--- src/rtl/apb_arbiter_master_if.sv ---
// apb_arbiter_master_if: APB bus between the arbitrating master and a single slave
interface apb_arbiter_master_if #(
    parameter int ADDR_W = 5,
    parameter int DATA_W = 32
);
    logic              psel;
    logic              penable;
    logic              pwrite;
    logic [ADDR_W-1:0] addr;
    logic [DATA_W-1:0] pwdata;
    logic [2:0]        prot;
    logic              pready;
    logic              pslverr;
    logic [DATA_W-1:0] prdata;

    modport master (
        output psel, penable, pwrite, addr, pwdata, prot,
        input  pready, pslverr, prdata
    );

    modport slave (
        input  psel, penable, pwrite, addr, pwdata, prot,
        output pready, pslverr, prdata
    );
endinterface

--- src/rtl/apb_arbiter_master.sv ---
// apb_arbiter_master: round-robin two-requester APB master with wait-state timeout
module apb_arbiter_master #(
    parameter int ADDR_W  = 5,
    parameter int DATA_W  = 32,
    parameter int TIMEOUT = 16
) (
    input  logic              clk,
    input  logic              resetn,
    input  logic              r0_valid,
    input  logic              r0_write,
    input  logic [ADDR_W-1:0] r0_addr,
    input  logic [DATA_W-1:0] r0_wdata,
    input  logic [2:0]        r0_prot,
    output logic              r0_ack,
    output logic              r0_done,
    input  logic              r1_valid,
    input  logic              r1_write,
    input  logic [ADDR_W-1:0] r1_addr,
    input  logic [DATA_W-1:0] r1_wdata,
    input  logic [2:0]        r1_prot,
    output logic              r1_ack,
    output logic              r1_done,
    output logic [DATA_W-1:0] rsp_rdata,
    output logic              rsp_slverr,
    apb_arbiter_master_if.master bus
);
    localparam int CW = TIMEOUT > 0 ? $clog2(TIMEOUT + 1) : 1;

    typedef enum logic [1:0] {IDLE, SETUP, ACCESS} state_t;

    state_t          state;
    logic            last;
    logic            owner;
    logic            win;
    logic            expire;
    logic [CW-1:0]   cnt;

    always_comb begin
        win    = (r0_valid && r1_valid) ? !last : r1_valid;
        expire = (TIMEOUT > 0) && (cnt == CW'(TIMEOUT - 1));
    end

    always_ff @(posedge clk) begin
        if (!resetn) begin
            state       <= IDLE;
            last        <= 1'b1;
            owner       <= 1'b0;
            cnt         <= '0;
            bus.psel    <= 1'b0;
            bus.penable <= 1'b0;
            bus.pwrite  <= 1'b0;
            bus.addr    <= '0;
            bus.pwdata  <= '0;
            bus.prot    <= '0;
            r0_ack      <= 1'b0;
            r1_ack      <= 1'b0;
            r0_done     <= 1'b0;
            r1_done     <= 1'b0;
            rsp_rdata   <= '0;
            rsp_slverr  <= 1'b0;
        end else begin
            r0_ack  <= 1'b0;
            r1_ack  <= 1'b0;
            r0_done <= 1'b0;
            r1_done <= 1'b0;
            case (state)
                IDLE: if (r0_valid || r1_valid) begin
                    state       <= SETUP;
                    owner       <= win;
                    last        <= win;
                    bus.psel    <= 1'b1;
                    bus.penable <= 1'b0;
                    bus.pwrite  <= win ? r1_write : r0_write;
                    bus.addr    <= win ? r1_addr : r0_addr;
                    bus.pwdata  <= win ? r1_wdata : r0_wdata;
                    bus.prot    <= win ? r1_prot : r0_prot;
                    r0_ack      <= !win;
                    r1_ack      <= win;
                end
                SETUP: begin
                    state       <= ACCESS;
                    bus.penable <= 1'b1;
                    cnt         <= '0;
                end
                ACCESS: if (bus.pready || expire) begin
                    state       <= IDLE;
                    bus.psel    <= 1'b0;
                    bus.penable <= 1'b0;
                    r0_done     <= !owner;
                    r1_done     <= owner;
                    rsp_slverr  <= bus.pready ? bus.pslverr : 1'b1;
                    rsp_rdata   <= (bus.pready && !bus.pwrite) ? bus.prdata : '0;
                end else if (cnt != '1) begin
                    cnt <= cnt + 1'b1;
                end
                default: state <= IDLE;
            endcase
        end
    end
endmodule

--- src/flat_wrapper.sv ---
// flat-port wrapper written by rule: the top's interface ports become plain ports
module apb_arbiter_master_flat 
#(
    parameter int ADDR_W  = 5,
    parameter int DATA_W  = 32,
    parameter int TIMEOUT = 16
)
  (clk, resetn, r0_valid, r0_write, r0_addr, r0_wdata, r0_prot, r0_ack, r0_done, r1_valid, r1_write, r1_addr, r1_wdata, r1_prot, r1_ack, r1_done, rsp_rdata, rsp_slverr, bus_psel, bus_penable, bus_pwrite, bus_addr, bus_pwdata, bus_prot, bus_pready, bus_pslverr, bus_prdata);
  apb_arbiter_master_if #(.ADDR_W(ADDR_W), .DATA_W(DATA_W)) bus_i ();
  input  logic clk;
  input  logic resetn;
  input  logic r0_valid;
  input  logic r0_write;
  input  logic [ADDR_W-1:0] r0_addr;
  input  logic [DATA_W-1:0] r0_wdata;
  input  logic [2:0] r0_prot;
  output logic r0_ack;
  output logic r0_done;
  input  logic r1_valid;
  input  logic r1_write;
  input  logic [ADDR_W-1:0] r1_addr;
  input  logic [DATA_W-1:0] r1_wdata;
  input  logic [2:0] r1_prot;
  output logic r1_ack;
  output logic r1_done;
  output logic [DATA_W-1:0] rsp_rdata;
  output logic rsp_slverr;
  output wire logic [$bits(bus_i.psel)-1:0] bus_psel;
  output wire logic [$bits(bus_i.penable)-1:0] bus_penable;
  output wire logic [$bits(bus_i.pwrite)-1:0] bus_pwrite;
  output wire logic [$bits(bus_i.addr)-1:0] bus_addr;
  output wire logic [$bits(bus_i.pwdata)-1:0] bus_pwdata;
  output wire logic [$bits(bus_i.prot)-1:0] bus_prot;
  input wire logic [$bits(bus_i.pready)-1:0] bus_pready;
  input wire logic [$bits(bus_i.pslverr)-1:0] bus_pslverr;
  input wire logic [$bits(bus_i.prdata)-1:0] bus_prdata;
  assign bus_psel = bus_i.psel;
  assign bus_penable = bus_i.penable;
  assign bus_pwrite = bus_i.pwrite;
  assign bus_addr = bus_i.addr;
  assign bus_pwdata = bus_i.pwdata;
  assign bus_prot = bus_i.prot;
  assign bus_i.pready = bus_pready;
  assign bus_i.pslverr = bus_pslverr;
  assign bus_i.prdata = bus_prdata;
  apb_arbiter_master #(.ADDR_W(ADDR_W), .DATA_W(DATA_W), .TIMEOUT(TIMEOUT)) u_core (.clk(clk), .resetn(resetn), .r0_valid(r0_valid), .r0_write(r0_write), .r0_addr(r0_addr), .r0_wdata(r0_wdata), .r0_prot(r0_prot), .r0_ack(r0_ack), .r0_done(r0_done), .r1_valid(r1_valid), .r1_write(r1_write), .r1_addr(r1_addr), .r1_wdata(r1_wdata), .r1_prot(r1_prot), .r1_ack(r1_ack), .r1_done(r1_done), .rsp_rdata(rsp_rdata), .rsp_slverr(rsp_slverr), .bus(bus_i));
endmodule
--- config.mk ---
export PLATFORM = sky130hd
export DESIGN_NAME = apb_arbiter_master_flat
export DESIGN_NICKNAME = d
export VERILOG_FILES = /design/src/rtl/apb_arbiter_master_if.sv /design/src/rtl/apb_arbiter_master.sv /design/src/flat_wrapper.sv
export SDC_FILE = /design/constraint.sdc
export NUM_CORES = 1
export LEC_CHECK = 0
export CAP_MARGIN = 40
export CORE_MARGIN = 3
export CORE_UTILIZATION = 41
export DETAILED_ROUTE_END_ITERATION = 7
export GPL_TIMING_DRIVEN = 1
export PLACE_DENSITY = 0.85
export SETUP_SLACK_MARGIN = 0.15
export SLEW_MARGIN = 15
export SYNTH_ARGS = -nofsm -noshare
export SYNTH_HDL_FRONTEND = slang
export SYNTH_SLANG_ARGS = --single-unit
--- constraint.sdc ---
create_clock -name clk -period 4.5 [get_ports clk]
set_input_delay 0.9 -clock clk [delete_from_list [all_inputs] [get_ports clk]]
set_output_delay 0.9 -clock clk [all_outputs]
set_load 0.02 [all_outputs]
==> run metrics, run 1 <==
crit path launch=r0_valid; Final Wtd Congestion=0.751; P_leak=2.19 nW; filler cell count in the final layout=682; P&R area growth vs syn=64.6%; CTS Sinks=89; Max clock buf depth=2; core box area=8260 µm²; Design Area, Final=5760 µm²; post-synthesis compound-gate area fraction=24.0%; Avg Inst Size Synth=10.0 µm²; critical path startpoint category=input port; vias in the first global route=3509; worst endpoint data arrival time=2.86 ns; largest net degree at the start of global routing=57; Tot GR Track Use=21.3%; Synth top cells by count=dfxtp_1, a21oi_1, o21ai_0; cts-stage hold buffer count=0; drt total wl=10800 µm; Netlist cell types=32; ANT cells=0; main area contributors after synthesis=dfxtp_1, mux2i_1, a22o_1, a21oi_1, o21ai_0; Tmin final=2.58 ns; power density over the cells=360 nW/µm²; Initial DRC Count=75; # DRC=0; I/O pins=200; Pre-antenna DRT Iters=4; count leader, synth=dfxtp_1; Clk pin slew, worst setup/hold paths=0.09 ns; fin nets=665; Worst setup EP type=register; relative slew slack=51.7%; internal power=0.00144 W; Worst Max-Slew Pin Slew=0.724 ns; top cell type's share of synthesized area=50.9%; vias=3381; RSZ-0062 raised after global routing=no; post-synthesis simple-gate area fraction=6.11%; CTS Root Cell=clkbuf_8; Clk network pwr share=27.2%; proportion of synthesized area in mux cells=11.7%; Hold Startpoint=u_core.owner$_SDFFE_PN0P_; outcome=finished, final reports clean; number of synthesized flops with an enable pin=0; Total Die Area=9690 µm²; CTS tree=built; largest family of logic cells by synthesized area=compound AO/OA/AOI/OAI gates; Crit Path Class=input port to register; CTS H-tree lvls=3; Starting Density=42.4%; MaxCap Viol Count=0; Ys Warns=0; largest area contributor in the netlist=dfxtp_1; FP Rows=33; post-DR wirelength/cell=16.7 µm; top_reg_cell synth=dfxtp_1; XOR/XNOR share of the synthesized area=0%; Final Cycle Share=57.3%; ys async rst share=0%; combinational share of power=28.7%; sw power=0.000638 W; worst ir drop on vdd=0.000194 V; DIE WIDTH=98.4 µm; worst skew pair latency=0.35 ns; R2R Path Start=u_core.state[1]$_SDFFE_PN0P_; Flop pwr share=44.1%; final slew viol count=0; worst hold-check path type=register to register; dpl hpwl=8050 µm; post_cts resized=0; mapped cell area=3500 µm²; post-synthesis net count=478; die height=98.4 µm; Clock Skew=0.0134 ns; Seq/Total Area, Yosys=50.9%; PortBufs=199; final setup TNS=0 ns; Final Hold Vio Count=0; CP required=4.78 ns; first-pass GRT wire length=16800 µm; Mapped Cells=350; share of layout cells above drive strength 1=4.98%; adder-cell share of the synthesized area=2.86%; grt ovf=0; initial antenna violation count=0; highest achievable clock rate=388 MHz; Placed Area=5560 µm²; Post-CTS Setup Inserts=0; switching share of power=30.8%; Worst Path Max Fanout=42; Num CTS Buffers=9; Synth Register Bits=89; Via density=5.23; DRT antenna net count=0; final number of setup-violating endpoints=0
## power groups by stage
stage	clock network, W	registers (W)	logic [W]
global route	0.000599	0.000925	0.000637
detailed placement	0	0.000930	0.000598
finish	0.000564	0.000914	0.000596
floorplan	0	0.00102	0.000196
global placement	0	0.000927	0.000581
CTS	0.000572	0.000914	0.000600
## routing by layer
layer | GRT usage (%) | vias to the layer above | part of all wire [%] | wire length (µm)
met5 | 0 | - | 0 | 0
met1 | 23.1 | 1608 | 38 | 4100
met2 | 39.2 | 96 | 54 | 5850
met4 | 9.98 | 0 | 2.9 | 318
met3 | 4.39 | 26 | 5.0 | 537
li1 | - | 1651 | - | -
## cell type report
| type | instances | area, µm² | share of cell area (%) |
|---|---|---|---|
| well taps | 105 | 131 | 2.28 |
| flip-flops and latches | 89 | 1780 | 30.9 |
| multi-input cells | 225 | 1590 | 27.5 |
| repair buffers | 205 | 2040 | 35.3 |
| clock inverters | 6 | 73.8 | 1.28 |
| inverters | 7 | 26.3 | 0.456 |
| clock buffers | 10 | 128 | 2.21 |
## critical path, cell delays in order
cell,delay [ns]
clkdlybuf4s50_1,0.63
o21a_2,0.64
buf_4,0.39
o21ai_0,0.14
a21oi_1,0.14
## cells by family (layout without fill, tap and decap cells)
logic type	count (synthesis)	in the layout
adder cells (fa/ha/maj)	8	8
buffers and inverters	36	228
flip-flops	89	89
AND/OR/NAND/NOR	38	38
AO/OA/AOI/OAI	138	138
multiplexers	41	41
## stage by stage
step	util, %	cells	total power, W	hold WS (ns)	setup WS [ns]
2_1_floorplan	-	350	0.00121	0.416	2.49
3_3_place_gp	67.3	631	0.00151	0.432	1.70
3_5_place_dp	67.3	631	0.00153	0.442	1.59
4_1_cts	69.8	647	0.00209	0.454	1.96
5_1_grt	69.8	647	0.00216	0.471	1.78
6_report	69.8	647	0.00207	0.456	1.92
## path summary, 6_finish.rpt
kind | endpoint | depth (start not counted) | slack [ns]
setup / recovery | u_core.bus.pwdata[28]$_SDFFE_PN0P_ | 5 | 1.92
hold / removal | u_core.r0_done$_SDFF_PN0_ | 1 | 0.46
setup reg to reg | u_core.bus.pwdata[28]$_SDFFE_PN0P_ | 6 | 2.28
hold reg to reg | u_core.r0_done$_SDFF_PN0_ | 1 | 0.46
## layout by cell type (no fill, tap or decap), types with 2 or more instances in the layout
master,count
ha_1,8
nor3_1,3
nand2b_1,2
clkdlybuf4s50_1,199
mux2i_1,41
buf_4,6
nand2_1,11
clkbuf_8,9
clkinv_4,3
o22ai_1,2
o21ai_0,47
nand3_1,5
inv_6,2
o32ai_1,3
or3b_2,2
nor2_1,3
nor3b_1,3
inv_1,7
and3_1,3
a21oi_1,47
dfxtp_1,89
a22o_1,32
## state kept, by name, indices dropped and copies added, names as in the netlist, 2 cells and up
name               flops
u_core.bus.pwdata     32
u_core.rsp_rdata      32
u_core.bus.addr        5
u_core.cnt             5
u_core.bus.prot        3
u_core.state           2
(Power assumes the default switching activity.)
==> inputs of run 2 (changes only) <==
Settings changed: CORE_UTILIZATION 41 to 34, PLACE_DENSITY 0.85 to 0.76.
Clock period 4.5 ns to 2.1 ns, I/O delays scaled along.
==> run metrics, run 2 (same netlist as run 1, synthesis figures left out) <==
CTS H-tree lvls=3; Tmin final=1.85 ns; vias=3384; post-DR wirelength/cell=15.2 µm; Crit Path Class=register to register; worst endpoint data arrival time=2.14 ns; critical path startpoint category=register; final slew viol count=0; P_leak=2.24 nW; worst hold-check path type=input port to register; final setup TNS=0 ns; GRT Max-Usage Layer=met2; Final Cycle Share=88.1%; DP Cell Count=664; Worst Max-Slew Pin Slew=0.535 ns; crit path to=u_core.cnt[3]$_SDFFE_PN0P_; Clk pin slew, worst setup/hold paths=0.10 ns; filler cell count in the final layout=845; vias in the first global route=3204; initial antenna violation count=0; CTS tree=built; CP required=2.39 ns; Via density=4.95; RSZ-0062 raised after global routing=no; reg2reg path depth=6; power density over the cells=745 nW/µm²; CTS Root Cell=clkbuf_8; first-pass GRT wire length=16000 µm; cts-stage hold buffer count=0; relative slew slack=64.3%; grt ovf=0; Pre-antenna DRT Iters=4; commonest non-fill, non-tap cell in the layout=clkdlybuf4s50_1; Max clock buf depth=2; core box area=9910 µm²; die height=107 µm; ANT cells=0; most frequent cells in the layout=clkdlybuf4s50_1, dfxtp_1, o21ai_0, a21oi_1, mux2i_1; Worst R2R End=u_core.cnt[3]$_SDFFE_PN0P_; Initial DRC Count=126; dpl hpwl=7970 µm; final setup margin=0.249 ns; Starting Density=35.3%; crit path launch=u_core.cnt[0]$_SDFFE_PN0P_; Final Wtd Congestion=0.765; GR Util met2=29.4%; PortBufs=199; Num CTS Buffers=9; worst ir drop on vdd=0.000368 V; r2r setup slk=0.25 ns; share of layout cells above drive strength 1=8.00%; I/O pins=200; Worst setup EP type=register; final cell count without fillers=683; GRT met3 Usage=5.10%; final number of setup-violating endpoints=0; outcome=finished, final reports clean; DIE WIDTH=107 µm; CTS Sinks=89; worst skew pair latency=0.36 ns; # DRC=0; multi-input logic area=1620 µm²; Final Core Density=60.0%; Final Hold Vio Count=0; largest net degree at the start of global routing=48; DRT antenna net count=0; P&R area growth vs syn=69.7%; Worst Path Max Fanout=5; fin nets=673; drt total wl=10400 µm; Tot GR Track Use=17.2%; FP Rows=36; Total Die Area=11600 µm²; Clock Skew=0.0140 ns; Place WS=0.0561 ns; register area=1780 µm²; R2R Path Start=u_core.cnt[0]$_SDFFE_PN0P_; Regs by FF count=u_core.bus.pwdata (32), u_core.rsp_rdata (32); Global Route met1 Usage=20.8%; highest achievable clock rate=540 MHz; MaxCap Viol Count=0
==> run 2: power by group <==
group	total (W)	internal (W)	switching, W	leakage [nW]
Combinational	0.00132	0.000684	0.000631	1.42
Clock	0.00116	0.000464	0.000692	0.0922
Sequential	0.00196	0.00186	0.0000956	0.731
==> run 2: area by class of cell <==
type | count | share of cell area, %
sequential | 89 | 30.0
inverter | 7 | 0.442
timing repair buffer | 213 | 36.2
clock inverter | 7 | 1.12
clock buffer | 9 | 2.08
tap | 133 | 2.80
multi-input combinational | 225 | 27.3
==> run 2: worst min path at each step <==
stage	from	cells past startpoint	end
4_1_cts	resetn	3	u_core.r0_done$_SDFF_PN0_
3_5_place_dp	u_core.rsp_slverr$_SDFFE_PN0P_	2	u_core.rsp_slverr$_SDFFE_PN0P_
3_3_place_gp	u_core.rsp_slverr$_SDFFE_PN0P_	2	u_core.rsp_slverr$_SDFFE_PN0P_
2_1_floorplan	u_core.owner$_SDFFE_PN0P_	1	u_core.r0_done$_SDFF_PN0_
5_1_grt	resetn	3	u_core.r1_done$_SDFF_PN0_
6_report	resetn	3	u_core.r0_done$_SDFF_PN0_
==> run 2: stage by stage <==
| step | instance area (µm²) | power (W) | hold WS (ns) |
|---|---|---|---|
| after global placement | 5700 | 0.00329 | 0.440 |
| after detailed placement | 5700 | 0.00332 | 0.440 |
| final | 5940 | 0.00443 | 0.428 |
| after CTS | 5910 | 0.00449 | 0.409 |
| after floorplan | 3510 | 0.00260 | 0.416 |
| after global routing | 5940 | 0.00465 | 0.448 |
==> run 2: repair_timing <==
action                                  in CTS  in global routing
buffers inserted                             2                  1
pin swaps                                    2                  4
resized for setup                            5                  4
endpoints found under the setup margin       5                  4
gates cloned                                 0                  0
==> run 2: metal layers <==
| metal | routed length (µm) | vias to the layer above | share of wire [%] |
|---|---|---|---|
| li1 | - | 1676 | - |
| met3 | 787 | 13 | 7.6 |
| met4 | 153 | 0 | 1.5 |
| met2 | 5230 | 125 | 50 |
| met1 | 4240 | 1570 | 41 |
| met5 | 0 | - | 0 |
==> run 2: critical path, cell delays in order, from the launching register on <==
cell and delay, ns:
dfxtp_2 0.35, ha_4 0.16, and3_4 0.18, ha_4 0.17
or3_4 0.39, or4_4 0.42, a31oi_1 0.13
==> inputs of run 3 (changes only) <==
Settings changed: CORE_ASPECT_RATIO set to 2, CORE_UTILIZATION 34 to 55, DONT_BUFFER_PORTS set to 1, PLACE_DENSITY 0.76 to 0.73.
==> run metrics, run 3 (same netlist as run 1, synthesis figures left out) <==
I/O pins=200; DRT antenna net count=0; MaxCap Viol Count=0; vias in the first global route=2477; vias=2628; P_leak=1.50 nW; critical path, cell by cell=ha_2 > and3_4 > ha_2 > or3_4 > or4_1 > a31oi_1; Final Wtd Congestion=0.760; Total Die Area=7420 µm²; internal power=0.00324 W; filler cell count in the final layout=512; Clock Skew=0.00492 ns; final number of setup-violating endpoints=0; post-DR wirelength/cell=18.5 µm; Initial DRC Count=110; worst path bufs/invs=0; Crit Path Class=register to register; instance count on the critical path=6; share of layout cells above drive strength 1=9.38%; Hold Startpoint=r1_valid; final slew viol count=0; Pre-antenna DRT Iters=6; reg2reg path depth=6; first-pass GRT wire length=12200 µm; worst endpoint data arrival time=2.14 ns; Num CTS Buffers=9; relative slew slack=70.9%; multi-input logic area=1610 µm²; power density over the cells=1130 nW/µm²; Max clock buf depth=2; crit path launch=u_core.cnt[0]$_SDFFE_PN0P_; sw power=0.00122 W; total power=0.00446 W; commonest non-fill, non-tap cell in the layout=dfxtp_1; Clk pin slew, worst setup/hold paths=0.06 ns; cts-stage hold buffer count=0; CP peak stage delay=0.41 ns; outcome=finished, final reports clean; grt ovf=0; RSZ-0062 raised after global routing=no; P&R area growth vs syn=12.4%; drt total wl=7860 µm; Starting Density=57.4%; Regs by FF count=u_core.bus.pwdata (32), u_core.rsp_rdata (32); DIE WIDTH=62.4 µm; ANT cells=0; CP required=2.36 ns; Flop pwr share=49.1%; Worst Path Max Fanout=4; r2r setup slk=0.22 ns; Worst setup EP type=register; Final Cycle Share=89.5%; Top cell by count, worst path=ha_2; Tot GR Track Use=20.4%; final setup TNS=0 ns; largest net degree at the start of global routing=67; Tmin final=1.88 ns; Final Core Density=64.5%; dpl hpwl=5560 µm; most frequent cells in the layout=dfxtp_1, o21ai_0, a21oi_1; CTS H-tree lvls=3; CTS tree=built; Clk network pwr share=39.6%; initial antenna violation count=0; register area=1780 µm²; Final Hold Vio Count=0; R2R Path Start=u_core.cnt[0]$_SDFFE_PN0P_; combinational share of power=11.2%; Worst Max-Slew Pin Slew=0.435 ns; Slowest-stage cell, CP=or4_1; fin nets=465; CTS Root Cell=clkbuf_16; highest achievable clock rate=532 MHz; PortBufs=0; worst hold stages=1; switching share of power=27.4%; worst skew pair latency=0.33 ns; # DRC=0; critical path startpoint category=register; Via density=6.18; FP Rows=40; core box area=6110 µm²; worst ir drop on vdd=0.000655 V; die height=119 µm; worst hold-check path type=input port to register; Crit path max-delay family=simple AND/OR/NAND/NOR gates; CTS Sinks=89
-- run 3: cell types whose count changed in the layout (fill, tap and decap cells not counted), moves of 3 or more --
cell / change
buf_4: -8
clkbuf_8: -9
clkbuf_16: +9
clkdlybuf4s50_1: -197
bufinv_16: +3
inv_8: -3
-- run 3: routing by layer --
layer	GRT usage (%)	vias up	part of all wire, %
li1	-	1255	-
met1	22.1	1201	36
met5	0	-	0
met3	6.98	17	8.7
met4	8.99	0	1.9
met2	35.3	155	53
-- run 3: final cells by class --
cell class | instances | area share (%)
flip-flops and latches | 89 | 45.3
multi-input cells | 225 | 40.9
clock buffers | 10 | 5.82
clock inverters | 5 | 2.67
well taps | 84 | 2.67
repair buffers | 5 | 2.00
inverters | 7 | 0.667
-- run 3: worst paths after layout --
check,to
hold / removal,u_core.r0_ack$_SDFF_PN0_
setup reg to reg,u_core.cnt[3]$_SDFFE_PN0P_
hold reg to reg,u_core.r0_done$_SDFF_PN0_
setup / recovery,u_core.cnt[3]$_SDFFE_PN0P_
-- run 3: power by group through the flow --
| stage | Combinational [W] | Clock [W] | Sequential [W] |
|---|---|---|---|
| finish | 0.000500 | 0.00177 | 0.00219 |
| global route | 0.000563 | 0.00189 | 0.00221 |
| CTS | 0.000496 | 0.00181 | 0.00219 |
| detailed placement | 0.000494 | 0 | 0.00223 |
| global placement | 0.000472 | 0 | 0.00223 |
| floorplan | 0.000421 | 0 | 0.00218 |
-- run 3: worst register-to-register path, stage by stage (launching register included) --
cell,delay [ns]
dfxtp_2,0.32
ha_2,0.19
and3_4,0.19
ha_2,0.19
or3_4,0.38
or4_1,0.41
a31oi_1,0.13
-- run 3: through the flow --
stage	cells	area [µm²]	setup slack, ns	hold slack [ns]
3_3_place_gp	409	3570	0.124	0.442
2_1_floorplan	350	3510	0.160	0.416
3_5_place_dp	409	3570	0.0505	0.436
6_report	425	3940	0.221	0.177
5_1_grt	425	3940	0.158	0.156
4_1_cts	425	3920	0.220	0.163
-- run 3: timing repair --
item | in CTS | in global routing
cloned | 0 | 0
setup endpoints to repair | 1 | 38
pin swaps | 2 | 1
resized for setup | 4 | 4
buffers inserted | 1 | 0
